--- src/rtl/ex_muldiv_stage.sv ---
// ex_muldiv_stage: execute stage with operand forwarding, ALU, and iterative mul/div unit with HI/LO
module ex_muldiv_stage #(
  parameter int DATA_W  = 32,
  parameter int NUM_FWD = 2,
  parameter int SEL_W   = $clog2(NUM_FWD + 1)
) (
  input  logic                      clk,
  input  logic                      reset,
  input  logic                      ex_valid,
  input  logic                      ex_flush,
  input  logic                      alu_src1,
  input  logic                      alu_src2,
  input  logic [4:0]                alu_ctl,
  input  logic                      alu_sign,
  input  logic [4:0]                shamt,
  input  logic [DATA_W-1:0]         data_a,
  input  logic [DATA_W-1:0]         data_b,
  input  logic [DATA_W-1:0]         imm,
  input  logic [DATA_W-1:0]         pc_ex,
  input  logic [1:0]                mem_to_reg,
  input  logic [2:0]                md_op,
  input  logic [NUM_FWD*DATA_W-1:0] fwd_src,
  input  logic [SEL_W-1:0]          fwd1_sel,
  input  logic [SEL_W-1:0]          fwd2_sel,
  output logic [DATA_W-1:0]         ex_result,
  output logic [DATA_W-1:0]         ex_wr_data,
  output logic                      ex_zero,
  output logic                      md_stall
);
  localparam int SH_W  = $clog2(DATA_W);
  localparam int CNT_W = $clog2(DATA_W);
  typedef enum logic [1:0] {IDLE, BUSY, FIXUP} state_t;
  state_t state;
  logic [CNT_W-1:0] cnt;
  logic [DATA_W-1:0] hi, lo, acc, q, m, op_a, op_b, in1, in2, alu_out;
  logic [DATA_W-1:0] mag_a, mag_b, acc_nx, q_nx, div_rem, div_quo;
  logic [DATA_W:0] mul_sum, div_sh;
  logic [2*DATA_W-1:0] prod, prod_fix;
  logic is_div, neg_q, neg_r, dz, div_ok;
  logic md_issue_op, md_hilo_op, md_sgn_in, md_div_in, sa, sb, issue;
  always_comb begin
    op_a = data_a;
    op_b = data_b;
    for (int k = 1; k <= NUM_FWD; k++) begin
      if (fwd1_sel == SEL_W'(k)) op_a = fwd_src[(k-1)*DATA_W +: DATA_W];
      if (fwd2_sel == SEL_W'(k)) op_b = fwd_src[(k-1)*DATA_W +: DATA_W];
    end
  end
  assign in1 = alu_src1 ? DATA_W'(shamt) : op_a;
  assign in2 = alu_src2 ? imm : op_b;
  // ALU encoding: 0 AND, 1 OR, 2 ADD, 3 XOR, 4 NOR, 6 SUB, 7 SLT, 8 SLL, 9 SRL, 10 SRA, 11 LUI
  always_comb begin
    alu_out = '0;
    case (alu_ctl)
      5'd0:  alu_out = in1 & in2;
      5'd1:  alu_out = in1 | in2;
      5'd2:  alu_out = in1 + in2;
      5'd3:  alu_out = in1 ^ in2;
      5'd4:  alu_out = ~(in1 | in2);
      5'd6:  alu_out = in1 - in2;
      5'd7:  alu_out = DATA_W'(alu_sign ? ($signed(in1) < $signed(in2)) : (in1 < in2));
      5'd8:  alu_out = in2 << in1[SH_W-1:0];
      5'd9:  alu_out = in2 >> in1[SH_W-1:0];
      5'd10: alu_out = $signed(in2) >>> in1[SH_W-1:0];
      5'd11: alu_out = in2 << (DATA_W / 2);
      default: alu_out = '0;
    endcase
  end
  assign ex_zero    = alu_out == '0;
  assign ex_wr_data = op_b;
  assign ex_result  = (md_op == 3'd5) ? hi :
                      (md_op == 3'd6) ? lo :
                      (mem_to_reg == 2'b10) ? pc_ex + DATA_W'(4) : alu_out;
  assign md_issue_op = (md_op >= 3'd1) && (md_op <= 3'd4);
  assign md_hilo_op  = (md_op != 3'd0) && (md_op != 3'd7);
  assign md_sgn_in   = (md_op == 3'd1) || (md_op == 3'd3);
  assign md_div_in   = (md_op == 3'd3) || (md_op == 3'd4);
  assign md_stall    = ex_valid && (state != IDLE) && md_hilo_op;
  assign issue       = ex_valid && !ex_flush && !md_stall && md_issue_op && (state == IDLE);
  assign sa    = md_sgn_in && op_a[DATA_W-1];
  assign sb    = md_sgn_in && op_b[DATA_W-1];
  assign mag_a = sa ? -op_a : op_a;
  assign mag_b = sb ? -op_b : op_b;
  // Multiply: acc:q shifts right, adding m into acc when the multiplier LSB is set.
  // Divide: acc is the partial remainder, q shifts in quotient bits from the right.
  always_comb begin
    mul_sum  = {1'b0, acc} + (q[0] ? {1'b0, m} : '0);
    div_sh   = {acc, q[DATA_W-1]};
    div_ok   = div_sh >= {1'b0, m};
    acc_nx   = is_div ? (div_ok ? div_sh[DATA_W-1:0] - m : div_sh[DATA_W-1:0]) : mul_sum[DATA_W:1];
    q_nx     = is_div ? {q[DATA_W-2:0], div_ok} : {mul_sum[0], q[DATA_W-1:1]};
    prod     = {acc, q};
    prod_fix = neg_q ? -prod : prod;
    div_rem  = neg_r ? -acc : acc;
    div_quo  = dz ? '1 : (neg_q ? -q : q);
  end
  always_ff @(posedge clk or posedge reset) begin
    if (reset) begin
      state  <= IDLE;
      cnt    <= '0;
      hi     <= '0;
      lo     <= '0;
      acc    <= '0;
      q      <= '0;
      m      <= '0;
      is_div <= 1'b0;
      neg_q  <= 1'b0;
      neg_r  <= 1'b0;
      dz     <= 1'b0;
    end else begin
      case (state)
        IDLE: if (issue) begin
          state  <= BUSY;
          cnt    <= '0;
          acc    <= '0;
          q      <= md_div_in ? mag_a : mag_b;
          m      <= md_div_in ? mag_b : mag_a;
          is_div <= md_div_in;
          neg_q  <= sa ^ sb;
          neg_r  <= sa;
          dz     <= md_div_in && (op_b == '0);
        end
        BUSY: begin
          acc   <= acc_nx;
          q     <= q_nx;
          cnt   <= cnt + 1'b1;
          state <= (cnt == CNT_W'(DATA_W - 1)) ? FIXUP : BUSY;
        end
        FIXUP: begin
          hi    <= is_div ? div_rem : prod_fix[2*DATA_W-1:DATA_W];
          lo    <= is_div ? div_quo : prod_fix[DATA_W-1:0];
          state <= IDLE;
        end
        default: state <= IDLE;
      endcase
    end
  end
endmodule
--- config.mk ---
export PLATFORM = sky130hd
export DESIGN_NAME = ex_muldiv_stage
export DESIGN_NICKNAME = d
export VERILOG_FILES = /design/src/rtl/ex_muldiv_stage.sv
export SDC_FILE = /design/constraint.sdc
export NUM_CORES = 2
export LEC_CHECK = 0
export CORE_AREA = 2 2 253 318
export CTS_CLUSTER_SIZE = 24
export DETAILED_ROUTE_END_ITERATION = 16
export DIE_AREA = 0 0 255 320
export PLACE_DENSITY = 0.62
export RECOVER_POWER = 25
export SLEW_MARGIN = 20
export SYNTH_ARGS = -nofsm -noshare
export SYNTH_HDL_FRONTEND = slang
export SYNTH_SLANG_ARGS = --single-unit
--- constraint.sdc ---
create_clock -name clk -period 18.7 [get_ports clk]
set_clock_uncertainty 0.05 [all_clocks]
set_input_delay 2.805 -clock clk [delete_from_list [all_inputs] [get_ports clk]]
set_output_delay 2.805 -clock clk [all_outputs]
set_load 0.05 [all_outputs]
# Word level (Yosys, flattened, before mapping)
# Cells that the tools add are included.
# word_totals
input_bits,218
reg_bits,171
out_inout_bits,66
# op_classes
order_cmp,5
reduce_logical,24
add_sub_neg,11
eq_ne,25
bitwise,5
shift,3
mux,34
# op_table
op,count
$mux W32,24
$pmux W32 S11,1
$neg A32 Y32,4
$pmux W32 S2,2
$logic_not A32 Y1,2
$lt A32 B32 Y1,2
$mux W64,1
$neg A64 Y64,1
$sub A32 B32 Y32,2
$add A32 B32 Y33,1
$ge A33 B32 Y1,1
$add A32 B3 Y32 const B,1
$add A32 B32 Y32,1
$and A32 B32 Y32,1
$not A32 Y32,1
$or A32 B32 Y32,1
$shl A32 B5 Y32,1
$shr A32 B5 Y32,1
$sshr A32 B5 Y32,1
$xor A32 B32 Y32,1
$eq A5 B4 Y1 const B,4
$eq A5 B3 Y1 const B,3
$logic_and A1 B1 Y1,11
$eq A5 B2 Y1 const B,2
25 further kinds,37

# Logic depth before layout (Yosys ltp)
# logic_depth
word_depth,10
ltp_mapped,25
ltp_nobuf,20

# Least setup slack after synthesis
# Ideal clock, no wire load.
# synth_timing
path_type,in2out
start,in fwd2_sel[1]
end,out ex_result[20]
path_buffers,3
stages,21
setup_slack_ns,6.563
arrival_ns,9.282
required_time_ns,15.845
cell_sequence,buf_4 > buf_2 > buf_1 > nor3b_1 > a211oi_1 > mux2_2 > inv_1 > ha_1 > o21bai_1 > a2111oi_0 > nor3_1 > or2_1 > a21o_1 > a211o_1 > a211o_1 > o221a_2 > a21oi_1 > nor4_1 > a211oi_1 > a21oi_1 > o21ai_0
# synth_between
word_cells_on_any_way,18
classes_between,2 x add/sub; 2 x eq/ne; 3 x shift; 7 x mux; 4 x bitwise
# synth_lines
item,line,rtl
"start, declared",24,"input logic [SEL_W-1:0] fwd2_sel,"
$eq A2 B1 Y1,46,if (fwd2_sel == SEL_W'(k)) op_b = fwd_src[(k-1)*DATA_W +: DATA_W];
$mux W32,46,
$mux W32 (*),46,
named net ex_wr_data[2],26,"output logic [DATA_W-1:0] ex_wr_data,"
$mux W32 (*),50,assign in2 = alu_src2 ? imm : op_b;
$sub A32 B32 Y32 (tied with other cells),60,5'd6: alu_out = in1 - in2;
$pmux W32 S11 (*),54,case (alu_ctl)
$mux W32 (*),73,(mem_to_reg == 2'b10) ? pc_ex + DATA_W'(4) : alu_out;
$mux W32 (*),72,(md_op == 3'd6) ? lo :
$mux W32 (*),71,assign ex_result = (md_op == 3'd5) ? hi :
"end, declared",25,"output logic [DATA_W-1:0] ex_result,"
# Mark *: on every way through the listed nets, which the timed path passes. The rest lies on a longest branch.

# Worst setup path after layout
# layout_timing
start,in fwd2_sel[0]
end,out ex_zero
# layout_between
elab_chain_len,8
word_cells_on_any_way,19
classes_between,2 x add/sub; 2 x order compare; 2 x eq/ne; 3 x shift; 5 x mux; 4 x bitwise; 1 x reduce/logical
# layout_rtl
item,line,rtl
$eq A2 B1 Y1,46,
$mux W32,46,
$mux W32 (*),46,
$mux W32 (*),50,
$lt A32 B32 Y1 or $or A32 B32 Y32 (tied branches),"61, 56, 59",
$mux W1 or $not A32 Y32 (tied branches),"61, 59",
$pmux W32 S11 (*),54,
$logic_not A32 Y1 (*),69,assign ex_zero = alu_out == '0;
"end, declared",27,"output logic ex_zero,"
# Every way passes the cells marked *; elsewhere a longest branch is shown, timed or not.

==> flow_metrics.py <==
metrics = {
    "status": {
        "outcome": "finished with violations",
        "violations": "capacitance limit, slew limit",
    },
    "synth": {
        "yosys.area_share.simple_pct": 22.3,
        "synth_mux_area_share_pct": 8.10,
        "synth_top_family_by_area": "compound AO/OA/AOI/OAI gates",
        "synth_compound_area_share_pct": 32.7,
        "async_reset_ff_share_pct": 100,
        "synth-edff-count": 0,
        "ys_warn_count": 0,
        "yosysSeqAreaShare_pct": 15.7,
        "synthAdderAreaFrac_pct": 7.99,
        "synth-seq-cells": 171,
        "synth_cells": 3857,
        "synth_area_per_cell_sq_um": 7.08,
        "synth_cell_type_count": 108,
        "synthXorXnorAreaFrac_pct": 6.89,
        "syn-num-nets": 4247,
        "syn_area_sq_mm": 0.0273,
        "yosys_most_used_dff": "dfrtp_1",
    },
    "cells_and_area": {
        "fin_cells": 5035,
        "layout_commonest_cell": "nor2_1",
        "final_core_util_pct": 40.3,
        "final_cell_mix": "nor2_1, nand2_1, o21ai_0",
        "nets": 4356,
        "area_delta_synth_final_pct": 15.7,
        "finish.instance_area_sq_mm": 0.0316,
        "drive_gt1_share_pct": 5.88,
    },
    "timing": {
        "finalSetupViolations": 0,
        "rsz0062_at_grt": "no",
        "max-slew-margin-rel_pct": -225,
        "hold_viol_final": 0,
        "slew_viol_final": 249,
        "finalCritPeriodShare_pct": 72.1,
        "tns_ps": 0,
        "max_freq_ghz": 0.0741,
        "min_period_ps": 13490,
        "worst_pin_slew_ps": 4840,
    },
    "clocking": {
        "cts_setup_buffers": 0,
        "cts_root_buf": "clkbuf_16",
        "h-tree-depth": 4,
        "clock_sinks": 171,
        "numCtsBuffers": 17,
        "cts.repair.resized": 0,
        "cts_hold_buf": 0,
        "clk_pin_slew_ps": 70,
        "cts_buffer_depth": 2,
        "clk_latency_ps": 480,
        "cts_tree": "done",
    },
    "global_route": {
        "grt_pass1_vias": 29500,
        "grt_max_degree": 102,
        "grt_antenna_before_repair": 3,
        "grt-ovfl-total": 0,
        "grt.total_usage_pct": 31.9,
        "grt_pass1_wl_um": 195000,
    },
    "placed_design": {
        "placed_cell_area_sq_mm": 0.0310,
        "hpwlAfterDp_um": 106000,
        "dp_cells": 5000,
        "gp_congestion": 1.11,
        "io_buffers": 283,
    },
    "power": {
        "p_int_w": 0.00166,
        "p_leak_nw": 12.9,
        "switching_share_pct": 54.8,
        "power_density_mw_per_mm2": 116,
        "ir_drop_uv": 86.9,
        "power_w": 0.00368,
        "power_frac_clock_pct": 10.2,
        "seqPwrFrac_pct": 19.9,
        "pwr-share-comb_pct": 69.9,
        "switchingPower_w": 0.00201,
    },
    "setup_path": {
        "path_max_fanout": 60,
        "arrival_ps": 10640,
        "cp.required_ps": 15850,
        "endpoint_kind": "primary output",
        "critical_path_class": "in -> out",
        "worstSetupStartpointType": "input pin",
        "regToRegSetupSlack_ps": 13530,
    },
    "routing": {
        "drt-total-wl_um": 134000,
        "vias_per_cell": 6.25,
        "firstDrtPassIters": 8,
        "drtIter0Drc": 3869,
        "vias": 31500,
        "wl_per_cell_um": 26.7,
        "ant_nets": 0,
        "post-route-drc-count": 0,
    },
    "flow_run": {
        "max_cap_viol_count": 4,
    },
    "die": {
        "io_pins": 284,
        "core-area_sq_mm": 0.0784,
        "rows": 115,
        "die_w_um": 255,
        "start_util_pct": 34.8,
        "die_area_sq_mm": 0.0816,
        "die_height_um": 320,
    },
    "worst_hold_path": {
        "hp-class": "reg -> reg",
    },
}
registers in the layout, summed over array words and instances (netlist names), 2 cells and up:
name and flops:
acc 32, m 32, cnt 5, state 2, hi 32, q 32
lo 32
per-layer routing:
layer / routed length, um / up-vias / track usage (%) / share of wire (%)
li1: - / 14400 / - / -
met1: 51600 / 15000 / 38.5 / 38
met2: 61600 / 1736 / 51.5 / 46
met3: 10100 / 399 / 4.98 / 7.5
met4: 10900 / 0 / 22.3 / 8.1
met5: 0 / - / 0 / 0
worst paths after layout:
kind                             startpoint      end  cells after the start
min in group asynchronous             reset   hi[18]                      2
worst min register to register       hi[16]   hi[16]                      2
worst min-delay path                 hi[16]   hi[16]                      2
worst max register to register         q[0]  acc[31]                     17
worst max-delay path            fwd2_sel[0]  ex_zero                     22
max in group asynchronous             reset   is_div                      3
logic make-up after synthesis:
| family | count (synthesis) |
|---|---|
| flip-flops | 171 |
| adder cells (fa/ha/maj) | 172 |
| AND/OR/NAND/NOR | 1273 |
| buffers and inverters | 447 |
| multiplexers | 211 |
| AO/OA/AOI/OAI | 1370 |
| XOR/XNOR | 213 |
Yosys cell counts (all sizes together) (31+ instances only):
| master | n | share of area (%) |
|---|---|---|
| nor2 | 402 | 5.6 |
| o21ai | 377 | 7.0 |
| nand2 | 363 | 5.0 |
| a21oi | 327 | 6.0 |
| clkbuf | 198 | 2.7 |
| inv | 183 | 2.5 |
| dfrtp | 171 | 16 |
| mux2i | 171 | 6.4 |
| ha | 168 | 7.7 |
| xnor2 | 125 | 4.0 |
| a211oi | 119 | 3.3 |
| xor2 | 88 | 2.8 |
| nand3 | 82 | 1.5 |
| o211ai | 77 | 2.1 |
| nor3 | 70 | 1.3 |
| buf | 65 | 1.1 |
| nand2b | 61 | 1.4 |
| nor2b | 61 | 1.4 |
| o22ai | 51 | 1.2 |
| a21o | 42 | 1.2 |
| mux2 | 39 | 1.6 |
| a31oi | 37 | 0.85 |
| and3 | 33 | 0.76 |
| o31ai | 33 | 0.93 |
| a221oi | 31 | 0.99 |
| a22oi | 31 | 0.85 |
critical path, stage by stage:
cell and delay, ps:
buf_2 70, buf_4 470, xnor2_4 250, buf_4 310, a211oi_1 1130, mux2_2 560, inv_1 110, ha_1 260
or3_1 320, a2111oi_0 800, nor3_1 170, o211ai_1 390, and2_1 230, o211a_1 160, xnor2_1 60, a21oi_1 160
nand3_1 120, or4_1 540, nor4_1 370, nand4b_1 140, nor2_1 270, clkdlybuf4s50_1 870
power groups by stage:
stage	sequential, W	clock, W	combinational [W]
2_1_floorplan	0.000596	0	0.00185
3_3_place_gp	0.000731	0	0.00250
3_5_place_dp	0.000732	0	0.00252
4_1_cts	0.000725	0.000378	0.00253
5_1_grt	0.000740	0.000391	0.00280
6_report	0.000732	0.000375	0.00257
area by class of cell:
type / count / area [sq um]
fillers: 8234 / 46800
multi-input cells: 3239 / 21400
flip-flops and latches: 171 / 4280
repair buffers: 353 / 3320
well taps: 1053 / 1320
inverters: 184 / 692
clock buffers: 17 / 425
clock inverters: 15 / 171
diodes: 3 / 7.51
metrics by stage:
stage / hold WS (ps) / setup slack [ps]
floorplan: 393 / 6560
global placement: 414 / 5460
detailed placement: 423 / 5450
CTS: 440 / 5410
global route: 459 / 4700
finish: 433 / 5210
Note: power is estimated with default switching activity, not from simulation.
